===== src/rtl/cpu_sequencer.sv =====
// cpu_sequencer: eight-phase control sequencer for the 8-bit accumulator CPU.
// Decodes the IR opcode and the ALU zero flag into mux, memory, register-load
// and PC strobes, latches HLT until reset, and counts retired instructions.
module cpu_sequencer #(
   parameter int CNT_WIDTH = 16
) (
   input  logic                 clk,
   input  logic                 rst_n,
   input  logic                 run,
   input  logic [2:0]           opcode,
   input  logic                 zero,
   output logic                 sel,
   output logic                 rd,
   output logic                 ld_ir,
   output logic                 inc_pc,
   output logic                 ld_pc,
   output logic                 ld_ac,
   output logic                 wr,
   output logic                 data_e,
   output logic                 halt,
   output logic [2:0]           phase,
   output logic [CNT_WIDTH-1:0] instr_count
);

   typedef enum logic [2:0] {
      INST_ADDR  = 3'd0,
      INST_FETCH = 3'd1,
      INST_LOAD  = 3'd2,
      IDLE       = 3'd3,
      OP_ADDR    = 3'd4,
      OP_FETCH   = 3'd5,
      ALU_OP     = 3'd6,
      STORE      = 3'd7
   } phase_e;

   // Opcode encoding shared with the ALU.
   localparam logic [2:0] OP_HLT = 3'd0;
   localparam logic [2:0] OP_SKZ = 3'd1;
   localparam logic [2:0] OP_ADD = 3'd2;
   localparam logic [2:0] OP_AND = 3'd3;
   localparam logic [2:0] OP_XOR = 3'd4;
   localparam logic [2:0] OP_LDA = 3'd5;
   localparam logic [2:0] OP_STO = 3'd6;
   localparam logic [2:0] OP_JMP = 3'd7;

   phase_e               phase_q, phase_d;
   logic                 halted_q, halted_d;
   logic [CNT_WIDTH-1:0] cnt_q, cnt_d;
   logic                 is_aluop;
   logic                 is_hlt;

   assign is_aluop = (opcode == OP_ADD) || (opcode == OP_AND) ||
                     (opcode == OP_XOR) || (opcode == OP_LDA);
   assign is_hlt   = (opcode == OP_HLT);

   // State register: phase, halt latch and retired-instruction counter.
   always_ff @(posedge clk or negedge rst_n) begin
      // NOTE: sequential state uses non-blocking assignments so every register
      // samples pre-edge values, independent of statement order.
      if (!rst_n) begin
         phase_q  <= INST_ADDR;
         halted_q <= 1'b0;
         cnt_q    <= '0;
      end else begin
         phase_q  <= phase_d;
         halted_q <= halted_d;
         cnt_q    <= cnt_d;
      end
   end

   // Next-state: advance one phase per clock, stall in INST_ADDR without run,
   // freeze in OP_ADDR on HLT, count the instruction as STORE wraps to 0.
   always_comb begin
      // NOTE: every signal gets a default first so no path leaves it unassigned
      // (which would infer a latch).
      phase_d  = phase_q;
      halted_d = halted_q;
      cnt_d    = cnt_q;
      if (!halted_q) begin
         case (phase_q)
            INST_ADDR: begin
               if (run) phase_d = INST_FETCH;
            end
            OP_ADDR: begin
               if (is_hlt) halted_d = 1'b1;
               else        phase_d  = OP_FETCH;
            end
            STORE: begin
               phase_d = INST_ADDR;
               cnt_d   = cnt_q + CNT_WIDTH'(1);
            end
            default: phase_d = phase_e'(phase_q + 3'd1);
         endcase
      end
   end

   // Strobe decode from phase, opcode and zero; everything but halt is
   // silenced once the halt latch is set.
   always_comb begin
      sel    = 1'b0;
      rd     = 1'b0;
      ld_ir  = 1'b0;
      inc_pc = 1'b0;
      ld_pc  = 1'b0;
      ld_ac  = 1'b0;
      wr     = 1'b0;
      data_e = 1'b0;
      halt   = halted_q || ((phase_q == OP_ADDR) && is_hlt);
      if (!halted_q) begin
         case (phase_q)
            INST_ADDR: begin
               sel = 1'b1;
            end
            INST_FETCH: begin
               sel = 1'b1;
               rd  = 1'b1;
            end
            INST_LOAD, IDLE: begin
               sel   = 1'b1;
               rd    = 1'b1;
               ld_ir = 1'b1;
            end
            OP_ADDR: begin
               inc_pc = !is_hlt;
            end
            OP_FETCH: begin
               rd = is_aluop;
            end
            ALU_OP: begin
               rd     = is_aluop;
               inc_pc = (opcode == OP_SKZ) && zero;
               ld_pc  = (opcode == OP_JMP);
               data_e = (opcode == OP_STO);
            end
            STORE: begin
               rd     = is_aluop;
               ld_ac  = is_aluop;
               ld_pc  = (opcode == OP_JMP);
               wr     = (opcode == OP_STO);
               data_e = (opcode == OP_STO);
            end
            default: ;
         endcase
      end
   end

   assign phase       = phase_q;
   assign instr_count = cnt_q;

endmodule


===== config.mk =====
export PLATFORM = sky130hd
export DESIGN_NAME = cpu_sequencer
export DESIGN_NICKNAME = d
export VERILOG_FILES = /design/src/rtl/cpu_sequencer.sv
export SDC_FILE = /design/constraint.sdc
export NUM_CORES = 1
export LEC_CHECK = 0
export ABC_CLOCK_PERIOD_IN_PS = 2400
export CORE_MARGIN = 3
export CORE_UTILIZATION = 41
export DETAILED_ROUTE_END_ITERATION = 8
export PLACE_DENSITY = 0.78
export SYNTH_ARGS = -nofsm -noshare
export SYNTH_HDL_FRONTEND = slang
export SYNTH_SLANG_ARGS = --single-unit
export TNS_END_PERCENT = 10

===== constraint.sdc =====
create_clock -name clk -period 2.4 [get_ports clk]
set_clock_uncertainty 0.1 [all_clocks]
set_input_delay 0.24 -clock clk [delete_from_list [all_inputs] [get_ports clk]]
set_output_delay 0.24 -clock clk [all_outputs]
set_load 0.02 [all_outputs]

After elaboration in Yosys (flattened, before gate mapping):

Index checks and enable logic that the tools add are counted.

* multipliers: 0
* bitwise operators: 1
* add/subtract/negate cells: 2
* shift operators: 0
* divide/modulo/power cells: 0
* equal/unequal tests: 16
* multiplexer cells: 22
* order comparisons: 0
* reduce and logical (&&, ||, !) cells: 16

Operator list (number)
* 3-bit equality test (second input constant): 8
* 1-bit two-way mux: 17
* 16-bit by 1-bit adder with 16-bit output (second input constant): 1
* 3-bit by 2-bit equality test with 1-bit output (second input constant): 4
* 3-bit one-hot mux with 3 select lines: 1
* 3-bit by 1-bit equality test with 1-bit output (second input constant): 2
* 3-bit zero test: 2
* 3-bit two-way mux: 2
* 3-bit OR reduction: 2
* 1-bit logical OR: 4
* 2-bit != test (second input constant): 2
* 1-bit one-hot mux with 2 select lines: 2
* 2-bit OR reduction: 2
* 4-bit OR reduction: 1
* 3-bit by 1-bit adder with 3-bit output (second input constant): 1
* 3-bit AND reduction: 1
* 1-bit logical AND: 2
* 2-bit AND reduction: 1
* 1-bit zero test: 1
* 1-bit NOT: 1

* bits in read-only memories: 0
* input port bits: 7
* flip-flop bits (word level): 20
* memories kept: 0
* memory bits (writable): 0
* output and inout port bits: 28
* bits in latches: 0
* logic and storage cells: 60

Longest topological paths before layout:

Gate-level depths: netlist (run 1).

* depth after elaboration: 6
* depth in mapped cells: 7
* depth with buffers taken out: 6

Worst setup path after synthesis (run 1):

No wires, ideal clock.

* path type: reg2out
* start: reg phase_q[1], in the netlist phase[1]
* end: out rd
* buffers on the path: 0
* arrival: 1680 ps
* required time: 2060 ps
* stages on the path, launching flop included: 6
* slack: 380 ps
* cells stage by stage: dfrtp_1 > ha_1 > ha_1 > a2bb2oi_1 > nor2_1 > a211oi_1

* cells in the longest elaborated chain, start to end: 4
* elaborated cells between the ends (all ways): 10
* classes of those cells: eq/ne: 6; mux: 2; reduce/logical: 2

Ends and longest elaborated chain
* start, declared: line 46 `phase_e phase_q, phase_d;`
* start signal, assigned: line 65 `phase_q <= phase_d;`
* 3-bit equality test (tied with other cells): line 110 `case (phase_q)`
* 3-bit OR reduction (no line)
* 1-bit one-hot mux with 2 select lines *: line 110
* 1-bit two-way mux *: line 109 `if (!halted_q) begin`
* end, declared: line 13 `output logic rd,`

Every way passes the cells marked *; elsewhere a longest branch is shown, timed or not.

Worst setup path in the final report (run 1):

* start: reg phase_q[0], in the netlist phase[0]
* end: out wr

* cells in the longest elaborated chain, start to end: 3

Ends and longest elaborated chain
* 3-bit equality test: line 110
* 1-bit two-way mux: line 110
* 1-bit two-way mux: line 109
* end, declared: line 18 `output logic wr,`

Every way passes these cells.

==> impl.org, run 1 <==
** Finish
- Proportion of layout cells with a drive suffix above 1 :: 9.86%
- Number of antenna repair diodes :: 0
- Relative to the synthesized area, the layout overhead comes to 37.8%.
- In the final design database the tool counted 157 nets.

** Yosys
- Post-synthesis sequential area ratio :: 46.0%
- Number of enable flip-flop cells after synthesis :: 0
- Yosys top cell area share :: 46.0%
- The number of nets handed over by synthesis was 117.
- Number of register bits inferred by synthesis :: 20
- Unique cell type count in the Yosys netlist :: 31
- dfrtp_1 takes more of the synthesized area than any other cell.
- Ranked by total cell area, the synthesized netlist is headed by dfrtp_1 (46%), xnor2_1 (11%), ha_1 (6.9%).
- The Yosys step of the flow raised 0 warnings.
- Count leader, synth :: dfrtp_1
- Area of the mapped netlist :: 0.00109 mm^2
- Top cells by instance count after synthesis :: dfrtp_1 (20), xnor2_1 (14), nand2_1 (13)
- In the synthesized netlist, the number of instances is 104.
- Per-instance average area after synthesis :: 10.5 um^2
- Proportion of register bits with asynchronous set or reset after synthesis :: 100%
- In the synthesized netlist the dominant register cell turns out to be dfrtp_1.

** Worst setup path
- Sequence of cells on the critical path :: ha_1 -> ha_1 -> or2b_1 -> nor3_1 -> dlygate4sd1_1
- Data on the critical path is required at its endpoint by 2.06 ns.
- Worst Path Arrival :: 1.91 ns
- Among the stages of the critical path, the cell type that occurs most often is ha_1.
- CP max stage cell :: dfrtp_1
- Largest fanout of any net on the critical path :: 6
- The setup check on the worst reg-to-reg path leaves a slack of 0.40 ns.
- The largest single stage delay on the critical path is 0.43 ns.
- The setup path with the least slack is of type reg -> out.
- The worst setup path is launched from a register.
- CP endpoint kind :: output pin

** STA
- Final Hold Violating Endpoints :: 0
- Worst hold slack after final layout :: 0.181 ns
- After layout, the minimum clock period comes to 2.25 ns.
- Crit share post-route :: 93.7%
- Unrepaired setup endpoints after global routing :: true
- Headroom to the max-slew limit came out at 73.7%.
- Slew at the pin with the worst max-slew slack :: 0.390 ns
- For the final routed database, the setup TNS stands at 0 ns.
- Final Max Tran Viols :: 0
- For this run, the top clock speed supported by timing is 444 MHz.
- Setup violations remaining at the end of the flow were counted as 0.

** Detailed routing
- Via total after detailed routing :: 872
- DR iter-0 viols :: 19
- Remaining design rule violation count :: 0
- Dividing the detail-routed via count by the number of cells gives 5.07.
- Wires add up to 2260 um.
- Routed wire per std cell :: 13.1 um
- Drt pass-1 iters :: 4
- The detail route stage leaves a number of antenna-violating nets equal to 0.

** Worst hold path
- The min-delay analysis places its worst path in the category in -> async.

** Global route
- Maximum number of pins on one net before global-route repair :: 21
- The number of global-route vias before repair came to 888.
- The initial antenna violation count came to 0.
- Global-route wire length before repair :: 3880 um
- In the global route stage, overall resource usage came out at 14.9%.
- Total congestion overflow after global routing :: 0

** Clocking
- TritonCTS buffer count :: 3
- For this design, the CTS-stage hold fixing added 0 buffers.
- At the later pin of the worst-skew pair, clock insertion delay measures 0.28 ns.
- The tree is rooted in a clkbuf_4.
- Resize count post-CTS :: 6
- Clock tree from TritonCTS :: done
- Clock Path Buffers :: 2
- Clock Sinks :: 20
- After clock tree synthesis, the clock-pin slew on the worst setup and hold paths is 0.10 ns.
- The number of setup buffers added after CTS is 0.
- H-tree lvl count :: 1

** Floorplan
- Std-Cell Rows :: 18
- Total die area :: 0.00331 mm^2
- Initial Util :: 43.5%
- Chip height :: 57.5 um
- The floorplan step set the die width to 57.5 um.
- Pin placement for this block handled 35 I/O pins.
- Placeable Area :: 0.00250 mm^2

** Power and ir drop
- For this design the static power due to leakage is 0.000720 uW.
- Across the VDD grid, the largest voltage drop is 0.755 mV.
- Tot Pwr :: 1250 uW
- Power spread over the standard cell area amounts to 836 mW/mm^2.

** Placement
- RePlAce Congestion :: 0.835
- Final HPWL DP :: 1790 um
- Count of input and output buffers :: 34

** Outcome
- Run status :: complete, no violations

** Run
- Total of max-cap violations :: 0
power breakdown:
part           leakage (uW)  total (uW)  switching (uW)  internal, uW
sequential         0.000268         485            89.5           395
combinational      0.000438         623             332           292
clock             0.0000138         146            87.8          58.1
cells in the final DEF (no fill, tap or decap), drive strengths merged:
| cell | synthesis | layout |
|---|---|---|
| clkdlybuf4s50 | 0 | 27 |
| dfrtp | 20 | 20 |
| xnor2 | 15 | 15 |
| nand2 | 13 | 13 |
| nor2 | 7 | 7 |
| ha | 6 | 6 |
| inv | 4 | 4 |
| nor3 | 4 | 4 |
| buf | 2 | 4 |
| nand4 | 4 | 4 |
| nand3 | 4 | 4 |
| clkbuf | 1 | 4 |
| and4 | 3 | 3 |
| o21ai | 3 | 3 |
| dlygate4sd2 | 0 | 3 |
| nor2b | 2 | 2 |
| nor3b | 2 | 2 |
| a211oi | 2 | 2 |
| and3 | 2 | 2 |
| dlymetal6s2s | 0 | 2 |
| a31o | 1 | 1 |
| or2b | 1 | 1 |
| a31oi | 1 | 1 |
| mux2 | 1 | 1 |
| a2bb2oi | 1 | 1 |
| and4b | 1 | 1 |
| xor2 | 1 | 1 |
| mux2i | 1 | 1 |
| and2 | 1 | 1 |
| o41ai | 1 | 1 |
| dlygate4sd1 | 0 | 1 |
layout make-up:
type	count	area [um^2]
inverters	4	15.0
clock buffers	3	22.5
well taps	30	37.5
flip-flops and latches	20	500
multi-input cells	77	559
fillers	226	1000
repair buffers	38	365
kinds of logic after synthesis:
family                   count (synthesis)  synth area share [%]
buffers and inverters                    7                  2.87
XOR/XNOR                                16                  13.6
AND/OR/NAND/NOR                         44                  23.0
AO/OA/AOI/OAI                            9                  5.75
flip-flops                              20                  46.0
multiplexers                             2                  1.95
adder cells (fa/ha/maj)                  6                  6.90
per-stage QoR:
step / instances / setup slack (ns) / instance area, um^2 / utilization, %
floorplan: 104 / 0.380 / 1090 / -
global placement: 169 / 0.0873 / 1480 / 59.2
detailed placement: 169 / 0.0847 / 1480 / 59.2
CTS: 172 / 0.0666 / 1500 / 60.0
global route: 172 / -0.0333 / 1500 / 60.0
finish: 172 / 0.150 / 1500 / 60.0
critical path, delay by kind of cell (launching register included):
kind,cells,cell delay [ns]
fa+ha+maj,2,0.42
buf+inv,1,0.33
flops,1,0.43
simple gates,2,0.44
metal layers:
metal | routed length [um] | part of all wire, % | vias to the layer above | track usage [%]
met3 | 162 | 7.2 | 2 | 3.62
met5 | 0 | 0 | - | 0
li1 | - | - | 439 | -
met2 | 1120 | 50 | 29 | 25.3
met4 | 10 | 0.44 | 0 | 3.97
met1 | 958 | 42 | 402 | 18.7
worst paths after layout:
| check | from | end | depth (start not counted) |
|---|---|---|---|
| max in group asynchronous | rst_n | halted_q | 2 |
| min | rst_n | phase[0] | 2 |
| max reg2reg | phase[0] | instr_count[15] | 6 |
| max | phase[0] | wr | 5 |
| min in group clk | instr_count[3] | instr_count[3] | 1 |
| min reg2reg | instr_count[3] | instr_count[3] | 1 |
registers in the layout, summed over array words and instances (netlist names):
name	count
instr_count	16
phase	3
halted_q	1
(Power assumes the default switching activity.)
==> run 2, diff against run 1 <==
--- a/config.mk
+++ b/config.mk
@@ -6,9 +6,11 @@
 export NUM_CORES = 1
 export LEC_CHECK = 0
 export ABC_CLOCK_PERIOD_IN_PS = 2400
+export CORE_ASPECT_RATIO = 1.2
 export CORE_MARGIN = 3
 export CORE_UTILIZATION = 41
 export DETAILED_ROUTE_END_ITERATION = 8
+export HOLD_SLACK_MARGIN = 0.08
 export PLACE_DENSITY = 0.78
 export SYNTH_ARGS = -nofsm -noshare
 export SYNTH_HDL_FRONTEND = slang
==> impl.org, run 2 (same netlist as run 1, synthesis figures left out) <==
** Detailed routing
- Via total after detailed routing :: 906
- After detailed routing, the average wire length per cell comes to 13.9 um.
- Drt total wl :: 2430 um
- The detailed router put a total of 1030 um of wire on met1.
- Uppermost signal routing layer after detailed routing :: met3
- Sum of met2 wire segment lengths after detailed routing :: 1230 um
- In the routed layout, each cell is associated on average with a via count of 5.21.
- The first TritonRoute pass finished after 2 iterations.
- DR iter-0 viols :: 18
- Met3 wire len :: 169 um
- Remaining design rule violation count :: 0
- Final ANT Viol Nets :: 0

** Worst setup path
- The setup check on the worst reg-to-reg path leaves a slack of 0.31 ns.
- On the critical path, the stage with the largest delay is an instance of clkdlybuf4s50_1.
- Type of the worst setup path :: reg -> out
- The startpoint identified for the worst register-to-register timing path is phase[0].
- Sequence of cells on the critical path :: buf_4 -> nor2b_1 -> nand4_1 -> nor2_1 -> clkdlybuf4s50_1
- CP endpoint kind :: output pin
- CP required :: 2.06 ns
- Endpoint of the most critical register-to-register path :: instr_count[15]
- At the worst endpoint, the arrival time is 1.95 ns.
- For the worst flop-to-flop path, the logic depth is 7.
- In this design, the stage delay of the slowest critical-path cell is 0.62 ns.
- STA classifies the critical path startpoint as a register.
- Largest fanout of any net on the critical path :: 9

** Placement
- Count of input and output buffers :: 34
- Final HPWL DP :: 1900 um
- Placement-stage cell area :: 0.00148 mm^2
- RePlAce Congestion :: 0.827

** Finish
- Summing all multi-input logic gate instances after layout gives 559 um^2.
- The final layout contains 157 nets.
- Number of fill cells :: 207
- The register with the most flip-flops in the layout has 16 of them.
- Commonest non-fill, non-tap cell in the layout :: clkdlybuf4s50_1
- Util after Layout :: 63.8%
- Once layout is done, the placed cells without fillers occupy 0.00153 mm^2.
- Reg area :: 503 um^2
- Cells with a size suffix above 1 make up 11.9% of the layout.
- Number of antenna repair diodes :: 0
- From synthesis to final layout, the design area changed by 40.8%.
- Top library cells by usage in the layout, fill and taps aside :: clkdlybuf4s50_1 (29), dfrtp_1 (18), xnor2_1 (14), nand2_1 (13), nor2_1 (7)

** Run
- Total of max-cap violations :: 0

** STA
- Final Max Tran Viols :: 0
- Crit share post-route :: 95.3%
- For the pin with the worst max-slew slack, the measured transition is 0.400 ns.
- Setup violations remaining at the end of the flow were counted as 0.
- Timing would allow up to 437 MHz.
- The worst pin sits at a relative slew slack of 73.0%.
- Setup repair after global routing could not meet its margin everywhere.
- Final Hold Violating Endpoints :: 0
- The smallest clock period supported by the final layout is computed as 2.29 ns.

** Power and ir drop
- Static Leakage :: 0.000702 uW
- Worst vdd ir :: 0.610 mV
- After layout, the design draws a total of 1390 uW.
- For this design the ratio of total power to cell area is 905 mW/mm^2.

** Floorplan
- The floorplan step defined a die boundary enclosing 0.00331 mm^2.
- Top Ports :: 35
- The total area inside the core boundary comes to 0.00240 mm^2.
- Chip height :: 62.4 um
- The die is 53.0 um wide.
- For this configuration, the core starts out at a cell density of 45.3%.
- The initialized floorplan defines 19 standard-cell rows.

** Global route
- Global routing used 16.6% of the available tracks across all layers.
- Vias in the first global route :: 942
- Maximum number of pins on one net before global-route repair :: 21
- Global-route wire length before repair :: 4260 um
- Summed over all layers, the global routing overflow is 0.
- The initial antenna violation count was 0.

** Worst hold path
- Class of the tightest hold or removal check :: in -> async

** Clocking
- The clock passes through at most 2 buffers.
- Reg clk slew, reported paths :: 0.12 ns
- Count of hold-fix buffers inserted at cts :: 0
- The tree built by TritonCTS fans out to 20 sinks.
- TritonCTS built the clock tree.
- H-tree lvl count :: 1
- For the worst-skew pair, the clock arrives at the later sink with an insertion delay of 0.30 ns.
- Once the clock tree was built, the setup fixing pass inserted 0 buffers.
- TritonCTS created 3 clock buffers.
- Clock Root Buffer :: clkbuf_4

** Outcome
- The run finished with clean final reports.
[run 2: cell count changes in the layout (fill, tap and decap cells not counted), sizes merged]
| cell | previous run | this run |
|---|---|---|
| dlymetal6s2s | 2 | 1 |
| bufinv | 0 | 1 |
| clkdlybuf4s50 | 27 | 29 |
| dlygate4sd1 | 1 | 0 |
[run 2: how the worst max path moves through the flow]
stage,startpoint,end,slack (ns),cells after the start
2_1_floorplan,phase[1],rd,0.38,5
3_3_place_gp,opcode[2],rd,0.09,6
3_5_place_dp,opcode[2],rd,0.01,6
4_1_cts,phase[0],rd,0.008,7
5_1_grt,phase[2],ld_pc,-0.02,5
6_report,phase[2],ld_pc,0.11,5
[run 2: area by class of cell]
class	count	area share, %
flip-flops and latches	20	32.8
clock buffers	3	1.47
multi-input cells	77	36.5
well taps	31	2.53
repair buffers	38	23.8
clock inverters	1	1.96
inverters	4	0.980
[run 2: what timing repair did]
action | in CTS | in global routing
resized for setup | 8 | 3
pin swaps | 0 | 0
endpoints found under the setup margin | 5 | 4
[run 2: through the flow]
step / setup TNS [ns] / cells / setup slack, ns / hold WS (ns)
after detailed placement: 0 / 170 / 0.0124 / 0.381
after global routing: -0.0200 / 174 / -0.0200 / 0.163
after floorplan: 0 / 104 / 0.380 / -0.156
final: 0 / 174 / 0.114 / 0.169
after global placement: 0 / 170 / 0.0915 / 0.379
after CTS: 0 / 174 / 0.00805 / 0.172
[run 2: where the power goes]
group | switching (uW) | total (uW) | internal, uW
clock network | 105 | 273 | 169
registers | 101 | 499 | 398
logic | 323 | 615 | 292
total | 528 | 1390 | 859
[run 2: worst max-delay path, delay by kind of cell, from the launching register on]
kind	cells	cell delay (ns)
DFF	1	0.43
and+or+nand+nor	3	0.44
buffers and inverters	2	0.79
[run 2: routing by layer]
metal  global-route usage [%]  up-vias
li1                         -      443
met1                     20.1      432
met2                     29.0       31
met3                     3.58        0
met4                     3.83        0
met5                        0        -
==> run 3, diff against run 2 <==
--- a/config.mk
+++ b/config.mk
@@ -5,13 +5,14 @@
 export SDC_FILE = /design/constraint.sdc
 export NUM_CORES = 1
 export LEC_CHECK = 0
+export ABC_AREA = 1
 export ABC_CLOCK_PERIOD_IN_PS = 2400
 export CORE_ASPECT_RATIO = 1.2
 export CORE_MARGIN = 3
-export CORE_UTILIZATION = 41
+export CORE_UTILIZATION = 42
 export DETAILED_ROUTE_END_ITERATION = 8
 export HOLD_SLACK_MARGIN = 0.08
-export PLACE_DENSITY = 0.78
+export PLACE_DENSITY = 0.79
 export SYNTH_ARGS = -nofsm -noshare
 export SYNTH_HDL_FRONTEND = slang
 export SYNTH_SLANG_ARGS = --single-unit
==> constraint.sdc (replaced) <==
create_clock -name clk -period 2.4 [get_ports clk]
set_clock_uncertainty 0.1 [all_clocks]
set_input_delay 0.48 -clock clk [delete_from_list [all_inputs] [get_ports clk]]
set_output_delay 0.48 -clock clk [all_outputs]
set_load 0.02 [all_outputs]
==> impl.org, run 3 <==
** Outcome
- Run status :: complete, no violations

** Yosys
- The portion of synthesized area spent on multiplexers is 0%.
- Summing the areas of all compound-gate instances in the mapped netlist gives 7.09% of the synthesized area.
- The synthesized netlist devotes 8.27% of its cell area to XOR and XNOR gates.
- The biggest area contributor in the post-synthesis netlist is dfrtp_1.
- Sorting the synthesized cells by area gives the leading types as dfrtp_1 (43%), nand2_1 (11%), ha_1 (6.4%).
- After Yosys synthesis, full adders, half adders and majority gates account for 6.44% of the synthesized area.
- Per-instance average area after synthesis :: 8.15 um^2
- Post-synthesis sequential area ratio :: 43.0%
- In this run, distinct cell masters in the synthesized netlist total 24.
- Proportion of register bits with asynchronous set or reset after synthesis :: 100%
- Number of warnings issued by yosys :: 0
- Yosys top cell area share :: 43.0%
- Among all flip-flop cells after synthesis, the most frequent one is dfrtp_1.
- Count leader, synth :: nand2_1
- In the synthesized netlist, the number of instances is 143.
- Area of the mapped netlist :: 0.00116 mm^2
- Number of nets in the synthesized netlist :: 156
- Summing the areas of all and, or, nand and nor instances in the mapped netlist gives 28.0% of the synthesized area.
- Counting flops with a built-in enable in the synthesized netlist gives 0.
- Ranked by instance count, the synthesized netlist is headed by nand2_1 (34), dfrtp_1 (20), inv_1 (19).
- Number of register bits inferred by synthesis :: 20
- After synthesis, the largest family of logic cells by area is simple AND/OR/NAND/NOR gates.

** Worst setup path
- Worst path bufs/invs :: 2
- In this run the worst setup path begins at phase[2].
- Worst Path Arrival :: 1.70 ns
- On the worst path, the slowest cell contributes a delay of 0.64 ns.
- The worst setup path is captured at an output pin.
- On the critical path the largest part of the delay comes from buffers and inverters.
- The largest individual stage delay along the critical path comes from the cell clkdlybuf4s50_1.
- The worst setup path is launched from a register.
- Setup slack on the worst reg-to-reg path comes out at 0.54 ns.
- In this run the critical register-to-register path is captured at instr_count[15].
- Largest fanout of any net on the critical path :: 9
- Type of the worst setup path :: reg -> out
- The worst register-to-register path begins at phase[1].
- STA puts the critical path data required time at 1.82 ns.
- Reg2reg path depth :: 11
- Walking the worst path, the cells encountered are buf_4 -> nor3_1 -> clkdlybuf4s50_1.

** Detailed routing
- Drt total wl :: 2650 um
- Detailed routing inserted a total of 1058 vias.
- Dividing the detail-routed wire length by the instance count gives 12.1 um.
- Remaining design rule violation count :: 0
- The first routing iteration left 20 violations.
- Once detail routing completed, the nets flagged for antenna violations numbered 0.
- The first TritonRoute pass finished after 4 iterations.
- Mean number of vias per cell :: 4.81

** Floorplan
- Measured along the x axis, the die boundary spans 54.1 um.
- 35 I/O pins were placed.
- From bottom edge to top edge, the die measures 63.7 um.
- Initial Util :: 44.8%
- Total die area :: 0.00344 mm^2
- Std-Cell Rows :: 20
- The region available for standard cell placement spans 0.00260 mm^2.

** Clocking
- TritonCTS buffer count :: 3
- The tree built by TritonCTS fans out to 20 sinks.
- After clock tree synthesis, the clock-pin slew on the worst setup and hold paths is 0.11 ns.
- The clock passes through at most 2 buffers.
- The clock reaches the later pin of the worst-skew pair after 0.29 ns.
- The tree is rooted in a clkbuf_4.
- Clock tree from TritonCTS :: done
- H-tree lvl count :: 1

** STA
- Final Max Tran Viols :: 0
- Final setup violating endpoints :: 0
- After layout, the minimum clock period comes to 2.28 ns.
- Fmax :: 439 MHz
- Setup repair after global routing left no endpoint under its margin.
- Dividing the final minimum period by the clock period gives 95.0%.
- The tightest hold path in the finished design has a slack of 0.416 ns.
- At the pin with the least slew margin, the transition time is 0.398 ns.
- Worst relative slew slack :: 73.4%
- Final Hold Violating Endpoints :: 0

** Worst hold path
- Class of the tightest hold or removal check :: in -> async

** Finish
- Proportion of layout cells with a drive suffix above 1 :: 13.9%
- Number of flip-flops in the largest register :: 16
- Post-synthesis to final-layout area growth :: 38.3%
- In the final layout, flip-flops and latches occupy 502 um^2.
- Non-filler instance count after layout :: 220
- In the layout the commonest cells are nand2_1 (34), clkdlybuf4s50_1 (27), inv_1 (19), dfrtp_1 (19), nor2_1 (15).
- Area used by multi-input combinational logic :: 583 um^2
- Final #Nets :: 201
- Leaving out fill and tap cells, the most frequent cell in the layout is nand2_1.
- The filler cells instantiated in the layout total 236.
- Number of antenna repair diodes :: 0

** Global route
- Global-route wire length before repair :: 4660 um
- Total global routing track utilization :: 17.7%
- Global routing used 19.6% of the available met1 tracks.
- Vias in the first global route :: 1093
- Entering global routing, the biggest net connects 21 pins.
- The initial antenna violation count is 0.
- Met2 Use GR :: 32.4%
- Global routing usage on met3 :: 3.78%
- Total congestion overflow after global routing :: 0
- After global routing, the most crowded layer is met2.

** Power and ir drop
- Worst vdd ir :: 0.177 mV
- In this run the power density over the cells is 343 mW/mm^2.
- Summed over all cells, the static leakage comes to 0.000793 uW.

** Placement
- Cell count after placement :: 216
- Count of input and output buffers :: 34
- Final HPWL DP :: 2140 um
- At the end of routability-driven placement, the weighted congestion stood at 0.770.

** Run
- The tool flagged a number of max-cap violations equal to 0.
## run 3: final cells by class
| type | count | area share (%) |
|---|---|---|
| multi-input cells | 101 | 36.2 |
| clock buffers | 4 | 2.25 |
| well taps | 33 | 2.56 |
| inverters | 21 | 4.89 |
| flip-flops and latches | 20 | 31.1 |
| repair buffers | 41 | 23.0 |
## run 3: cells by family after synthesis
family	Yosys count
buf+inv	22
compound gates	14
xor+xnor	11
simple gates	70
fa+ha+maj	6
flops	20
## run 3: what timing repair did
action / in CTS / in global routing
setup endpoints to repair: 7 / 5
cloned: 0 / 0
hold buffers: 0 / 0
gates resized for setup: 8 / 12
buffers inserted: 0 / 0
## run 3: how the worst max path moves through the flow
stage	endpoint	slack, ns	cells past startpoint
finish	ld_ir	0.12	3
global route	wr	0.003	5
CTS	rd	-0.01	5
detailed placement	inc_pc	-0.26	5
global placement	inc_pc	-0.24	5
floorplan	ld_ac	0.28	4
## run 3: per-stage QoR
stage	area, um^2	utilization (%)	power (uW)	setup WS (ns)	setup TNS (ns)
6_report	1610	61.9	552	0.121	0
5_1_grt	1610	61.9	580	0.00307	0
4_1_cts	1620	62.4	557	-0.00996	-0.00996
3_5_place_dp	1590	61.3	367	-0.261	-1.01
3_3_place_gp	1590	61.3	366	-0.236	-0.853
2_1_floorplan	1160	-	347	0.283	0
## run 3: where the power goes
part | leakage, uW | internal, uW | switching, uW | total, uW
Clock | 0.0000210 | 92.3 | 99.6 | 192
Sequential | 0.000273 | 337 | 0 | 337
Combinational | 0.000499 | 11.8 | 11.9 | 23.7
## run 3: metal layers
layer	wire (um)	vias up	share of wire, %
met4	19	0	0.72
li1	-	538	-
met2	1440	29	54
met3	161	2	6.1
met5	0	-	0
met1	1030	489	39
